**src/rtl/nand_bus_arbiter_pkg.sv**
```systemverilog
// Shared types and constants for the NAND bus arbiter and its schedulers.
package nand_bus_pkg;

    typedef enum logic [1:0] {
        IDLE = 2'd0,
        OWN  = 2'd1,
        TURN = 2'd2
    } arb_state_t;

    localparam int unsigned CHIP_ID_W      = 3;
    localparam int unsigned RB_SYNC_STAGES = 2;

endpackage

```
**src/rtl/nand_bus_arbiter_rr_pick.sv**
```systemverilog
// Combinational circular priority search: first set bit of elig at or above ptr, wrapping.
module rr_pick #(
    parameter  int unsigned N     = 8,
    localparam int unsigned PTR_W = $clog2(N)
) (
    input  logic [N-1:0]     elig,
    input  logic [PTR_W-1:0] ptr,
    output logic [N-1:0]     onehot,
    output logic             found
);

    logic [PTR_W-1:0] idx;

    // N is a power of two, so the PTR_W-bit add wraps the search circularly.
    always_comb begin
        onehot = '0;
        found  = 1'b0;
        idx    = '0;
        for (int unsigned i = 0; i < N; i++) begin
            idx = ptr + PTR_W'(i);
            if (!found && elig[idx]) begin
                onehot[idx] = 1'b1;
                found       = 1'b1;
            end
        end
    end

endmodule

```
**src/rtl/nand_bus_arbiter.sv**
```systemverilog
// Round-robin owner arbitration for one shared NAND bus, with CE_n drive, turnaround gaps
// and R/B_n synchronisation. Optional hold watchdog: define NAND_ARB_WATCHDOG_EN.
module nand_bus_arbiter
    import nand_bus_pkg::*;
#(
    parameter  int unsigned NUM_CHIPS   = 8,
    parameter  int unsigned TURN_CYCLES = 2,
    parameter  int unsigned HOLD_LIMIT  = 1024,
    localparam int unsigned ID_W        = $clog2(NUM_CHIPS)
) (
    input  logic                 CLK,
    input  logic                 RST,
    input  logic [NUM_CHIPS-1:0] req,
    input  logic [NUM_CHIPS-1:0] req_wait_rdy,
    // "release" is a reserved word in SystemVerilog, hence the suffix.
    input  logic [NUM_CHIPS-1:0] release_pulse,
    input  logic [NUM_CHIPS-1:0] rb_n,
    output logic [NUM_CHIPS-1:0] gnt,
    output logic                 gnt_valid,
    output logic [ID_W-1:0]      gnt_id,
    output logic [NUM_CHIPS-1:0] cen,
    output logic [NUM_CHIPS-1:0] chip_ready,
    output logic                 timeout_err
);

    localparam logic [2:0] TURN_LAST = (TURN_CYCLES == 0) ? 3'd0 : 3'(TURN_CYCLES - 1);

    arb_state_t            state, state_d;
    logic [ID_W-1:0]       ptr, ptr_d;
    logic [2:0]            turn_cnt, turn_cnt_d;
    logic [NUM_CHIPS-1:0]  gnt_d;
    logic [ID_W-1:0]       gnt_id_d;
    logic [NUM_CHIPS-1:0]  rb_sync [RB_SYNC_STAGES];
    logic [NUM_CHIPS-1:0]  elig;
    logic [NUM_CHIPS-1:0]  pick_oh;
    logic                  pick_found;
    logic [ID_W-1:0]       pick_id;
    logic                  owner_rel;
    logic                  arbitrate;
    logic                  force_rel;

    always_ff @(posedge CLK) begin
        if (RST) begin
            for (int unsigned s = 0; s < RB_SYNC_STAGES; s++)
                rb_sync[s] <= '0;
        end else begin
            rb_sync[0] <= rb_n;
            for (int unsigned s = 1; s < RB_SYNC_STAGES; s++)
                rb_sync[s] <= rb_sync[s-1];
        end
    end

    assign chip_ready = rb_sync[RB_SYNC_STAGES-1];
    assign elig       = req & (~req_wait_rdy | chip_ready);
    assign owner_rel  = release_pulse[gnt_id];

    rr_pick #(.N(NUM_CHIPS)) u_pick (
        .elig   (elig),
        .ptr    (ptr),
        .onehot (pick_oh),
        .found  (pick_found)
    );

    always_comb begin
        pick_id = '0;
        for (int unsigned i = 0; i < NUM_CHIPS; i++)
            if (pick_oh[i]) pick_id = ID_W'(i);
    end

`ifdef NAND_ARB_WATCHDOG_EN
    localparam int unsigned HOLD_W    = $clog2(HOLD_LIMIT + 1);
    localparam logic [HOLD_W-1:0] HOLD_LAST = HOLD_W'(HOLD_LIMIT - 1);

    logic [HOLD_W-1:0] hold_cnt;

    assign force_rel = (state == OWN) && (hold_cnt == HOLD_LAST) && !owner_rel;

    always_ff @(posedge CLK) begin
        if (RST || state != OWN) hold_cnt <= '0;
        else                     hold_cnt <= hold_cnt + HOLD_W'(1);
    end
`else
    assign force_rel = 1'b0;
`endif

    assign timeout_err = force_rel;

    // The final TURN cycle arbitrates directly, so a waiting requester sees exactly
    // TURN_CYCLES all-high CE cycles between owners instead of TURN_CYCLES + 1.
    assign arbitrate = (state == IDLE) || ((state == TURN) && (turn_cnt == TURN_LAST));

    always_comb begin
        state_d    = state;
        ptr_d      = ptr;
        turn_cnt_d = turn_cnt;
        gnt_d      = gnt;
        gnt_id_d   = gnt_id;
        case (state)
            OWN: begin
                if (owner_rel || force_rel) begin
                    gnt_d      = '0;
                    gnt_id_d   = '0;
                    ptr_d      = gnt_id + ID_W'(1);
                    turn_cnt_d = '0;
                    state_d    = (TURN_CYCLES == 0) ? IDLE : TURN;
                end
            end
            TURN: begin
                if (turn_cnt != TURN_LAST) turn_cnt_d = turn_cnt + 3'd1;
                else                       state_d    = IDLE;
            end
            default: ;
        endcase
        if (arbitrate && pick_found) begin
            state_d  = OWN;
            gnt_d    = pick_oh;
            gnt_id_d = pick_id;
        end
    end

    always_ff @(posedge CLK) begin
        if (RST) begin
            state    <= IDLE;
            ptr      <= '0;
            turn_cnt <= '0;
            gnt      <= '0;
            gnt_id   <= '0;
        end else begin
            state    <= state_d;
            ptr      <= ptr_d;
            turn_cnt <= turn_cnt_d;
            gnt      <= gnt_d;
            gnt_id   <= gnt_id_d;
        end
    end

    assign gnt_valid = |gnt;
    assign cen       = ~gnt;

endmodule

```
**config.mk**
```make
export PLATFORM = sky130hd
export DESIGN_NAME = nand_bus_arbiter
export DESIGN_NICKNAME = d
export VERILOG_FILES = /design/src/rtl/nand_bus_arbiter_pkg.sv /design/src/rtl/nand_bus_arbiter_rr_pick.sv /design/src/rtl/nand_bus_arbiter.sv
export SDC_FILE = /design/constraint.sdc
export NUM_CORES = 1
export LEC_CHECK = 0
export ABC_AREA = 1
export CAP_MARGIN = 30
export CORE_MARGIN = 10
export CORE_UTILIZATION = 50
export DETAILED_ROUTE_END_ITERATION = 12
export GPL_TIMING_DRIVEN = 0
export PLACE_DENSITY = 0.85
export SYNTH_ARGS = -nofsm -noshare
export SYNTH_HDL_FRONTEND = slang
export SYNTH_SLANG_ARGS = --single-unit
```
**constraint.sdc**
```tcl
create_clock -name CLK -period 5.6 [get_ports CLK]
set_input_delay 0.84 -clock CLK [delete_from_list [all_inputs] [get_ports CLK]]
set_output_delay 0.84 -clock CLK [all_outputs]
set_load 0.01 [all_outputs]
```
==> summary.txt <==
Run
  – Max_cap viols: 0

Setup path
  – WP data arrival: 4030 ps
  – R2R Path Start: ptr[0]
  – CP Class: reg2reg
  – Cells on worst reg2reg path: 20
  – Startpoint Class: register
  – R2r setup slk: between 1500 and 2000 ps
  – Worst EP required: 5760 ps
  – Critical Path Fanout Max: 10
  – RR Endpoint: gnt_id[1]
  – Crit. End Element: register

Finish
  – Final cell count without fillers: 585
  – Commonest non-fill, non-tap cell in the layout: nand2_1
  – Design area: 0.00353 sq mm
  – Commonest non-fill, non-tap cells in the layout: 94 x nand2_1, 73 x nand3_1, 61 x clkdlybuf4s50_1, 60 x inv_1, 54 x nor2_1
  – Nets: 557
  – Share of layout cells above drive strength 1: roughly 7.6%
  – Area Overhead vs Synth: 30.2%
  – N_diodes: 0

Floorplan
  – DIE HEIGHT: 93.6 microns
  – Die Wd: 93.6 microns
  – Rows: 26
  – Starting Density: 52.4%
  – CORE AREA: between 0.005 and 0.006 sq mm
  – Ports: 63
  – Die area: 0.00876 sq mm

Route
  – Routed Wire Length: 9000 microns
  – Drt first pass iters: 5
  – Residual DRC count: 0
  – Iter 0 DRT Violations: 228
  – Post-DR wirelength/cell: between 15 and 20 microns
  – Via Count: 3186
  – Post-route ant nets: 0
  – Drt via density: 5.45

Global route
  – Total GRT Usage: 20.5%
  – Initial antenna violation count: 0
  – GRT overflow: 0
  – Largest net degree at the start of global routing: 13
  – Vias in the first global route: 3005
  – First-pass GRT wire length: about 15000 microns

Timing
  – RSZ-0062 raised after global routing: false
  – Period utilisation layout: between 60% and 70%
  – Skew final: 6.05 ps
  – Slack of the critical path: 1730 ps
  – Worst slew pin tran: 534 ps
  – Rel. slew slack: 64.0%
  – Final Hold Violating Endpoints: 0
  – Achievable Freq: 258 MHz
  – Fin. max-slew vios: 0
  – Fin crit period: between 3000 and 4000 ps
  – Setup TNS: 0 ps
  – Setup violations, final: 0

Power and ir drop
  – Peak VDD IR: 431 uV
  – PD cells: 507 mW/mm^2
  – Sequential Power Share: 19.7%
  – Sw Pwr: 0.931 mW
  – Sw Share: 52.1%
  – Power Internal: 0.857 mW
  – Total power: between 1.5 and 2 mW
  – Comb pwr share: 66.8%
  – Static Leak: 1.58 nW
  – Clk pwr share: 13.5%

CTS
  – Clock-pin slew on the worst setup and hold paths: 80 ps
  – Clk root buf: clkbuf_8
  – CTS tree: built
  – Clock buffer depth: 2
  – CTS H-Tree Depth: 2
  – TritonCTS Buffers: 5
  – CTS Hold Buffers Added: 0
  – Setup Fix Bufs, Post-CTS: 0
  – Insertion delay to the later sink of the worst-skew pair: slightly below 300 ps
  – Number of clock sinks: 35
  – Post-cts sizing count: 0

Placed design
  – Placed cell count: 577
  – Port Buffer Count: between 60 and 70
  – DP HPWL: 6970 microns
  – Cell Area, Placed: 0.00341 sq mm
  – Pre-CTS setup slack: 1880 ps
  – GP Congestion: ~0.96

Logic synthesis
  – Syn Std Cell Area: between 0.002 and 0.003 sq mm
  – Post-Syn Instances: 446
  – Ys Warns: 0
  – Post-synthesis area per instance: 6.08 sq um
  – Post-synth net total: 489
  – Synthesized flop and latch total: 35
  – Sequential area share after synthesis: 25.9%
  – Cell variety after synth: 39

Worst hold path
  – Hold Path Cell Cnt: 2
  – Min-delay src: rb_sync[0][2]
  – Worst Hold Path EP: rb_sync[0][10]
  – Hold crit path type: reg2reg

Status
  – Status: finished clean
-- critical path: stages (launching register included) --
cell	delay, ps
dfxtp_1	330
inv_2	100
buf_2	260
buf_1	430
ha_1	260
clkbuf_1	420
nand3_1	170
nand3_1	130
nand2_1	200
nor2_4	210
nand2_1	80
nor2_1	360
nand2_1	150
nand3_1	120
nor2_1	60
nand3_1	150
nor2_1	80
nand2_1	70
nand2_1	40
nand2_1	70
a21oi_1	60
-- registers in the layout, summed over array words and instances (netlist names) --
register and cells:
turn_cnt 3, rb_sync 16, gnt 8, gnt_id 3
state 2, ptr 3
-- cells by family (layout without fill, tap and decap cells) --
kind of cell | Yosys count | in the layout | synth area share (%)
buffers and inverters | 89 | 158 | 14.7
adders and majority gates | 9 | 9 | 4.16
and+or+nand+nor | 265 | 265 | 45.2
xor gates and xnor gates | 1 | 1 | 0.323
other | 1 | 1 | 0.138
muxes | 1 | 1 | 0.369
AOI/OAI and AO/OA | 45 | 45 | 9.28
DFF | 35 | 35 | 25.9
-- per-layer routing --
layer  track usage [%]  routed length, microns  vias up
met5                 0                       0        -
met4              5.44                     112        0
met3              2.16                     564       15
met2              37.2                    4560      156
met1              25.0                    3760     1435
li1                  -                       -     1580
-- power by group through the flow --
stage	Sequential (mW)	Clock, mW	Combinational (mW)
6_report	0.352	0.241	1.19
5_1_grt	0.360	0.250	1.31
4_1_cts	0.351	0.240	1.17
3_5_place_dp	0.355	0	1.16
3_3_place_gp	0.352	0	1.15
2_1_floorplan	0.353	0	0.792
-- how the worst max path moves through the flow --
stage / start / end / slack [ps]
after floorplan: ptr[0] / gnt_id[0] / 2770
after global placement: ptr[0] / gnt_id[1] / 1840
after detailed placement: ptr[0] / gnt_id[1] / 1880
after CTS: ptr[0] / gnt_id[1] / 1860
after global routing: ptr[0] / gnt_id[1] / 1460
final: ptr[0] / gnt_id[1] / 1730
-- metrics by stage --
stage	utilization [%]	hold slack, ps
floorplan	-	388
global placement	65.9	390
detailed placement	65.9	395
CTS	68.2	402
global route	68.2	422
finish	68.2	401
-- final cells by class --
cell class,instances,area (sq um)
buffer,22,135
clock buffer,6,82.6
clock inverter,2,38.8
fill,458,1640
inverter,67,264
multi-input combinational,322,1610
sequential,35,701
tap,70,87.6
timing repair buffer,61,611
-- synth_stat cells, drive strengths merged --
cell | number | share of area [%]
o221ai | 1 | 0.32
o32ai | 1 | 0.32
mux2i | 1 | 0.37
o31ai | 1 | 0.28
inv | 66 | 9.1
a31oi | 2 | 0.46
nor4 | 3 | 0.69
clkbuf | 6 | 0.83
o21ai | 14 | 2.6
xnor2 | 1 | 0.32
dfxtp | 35 | 26
and2 | 1 | 0.23
nand4 | 9 | 2.6
nor3 | 19 | 3.7
o2111ai | 2 | 0.65
buf | 16 | 4.2
nand3b | 2 | 0.55
nor2 | 57 | 8.7
nand3 | 74 | 14
o22ai | 1 | 0.23
or2 | 2 | 0.46
o21a | 2 | 0.55
clkinv | 1 | 0.60
ha | 9 | 4.2
a21oi | 21 | 3.9
nand2 | 98 | 14
conb | 1 | 0.14
(Power assumes the default switching activity.)
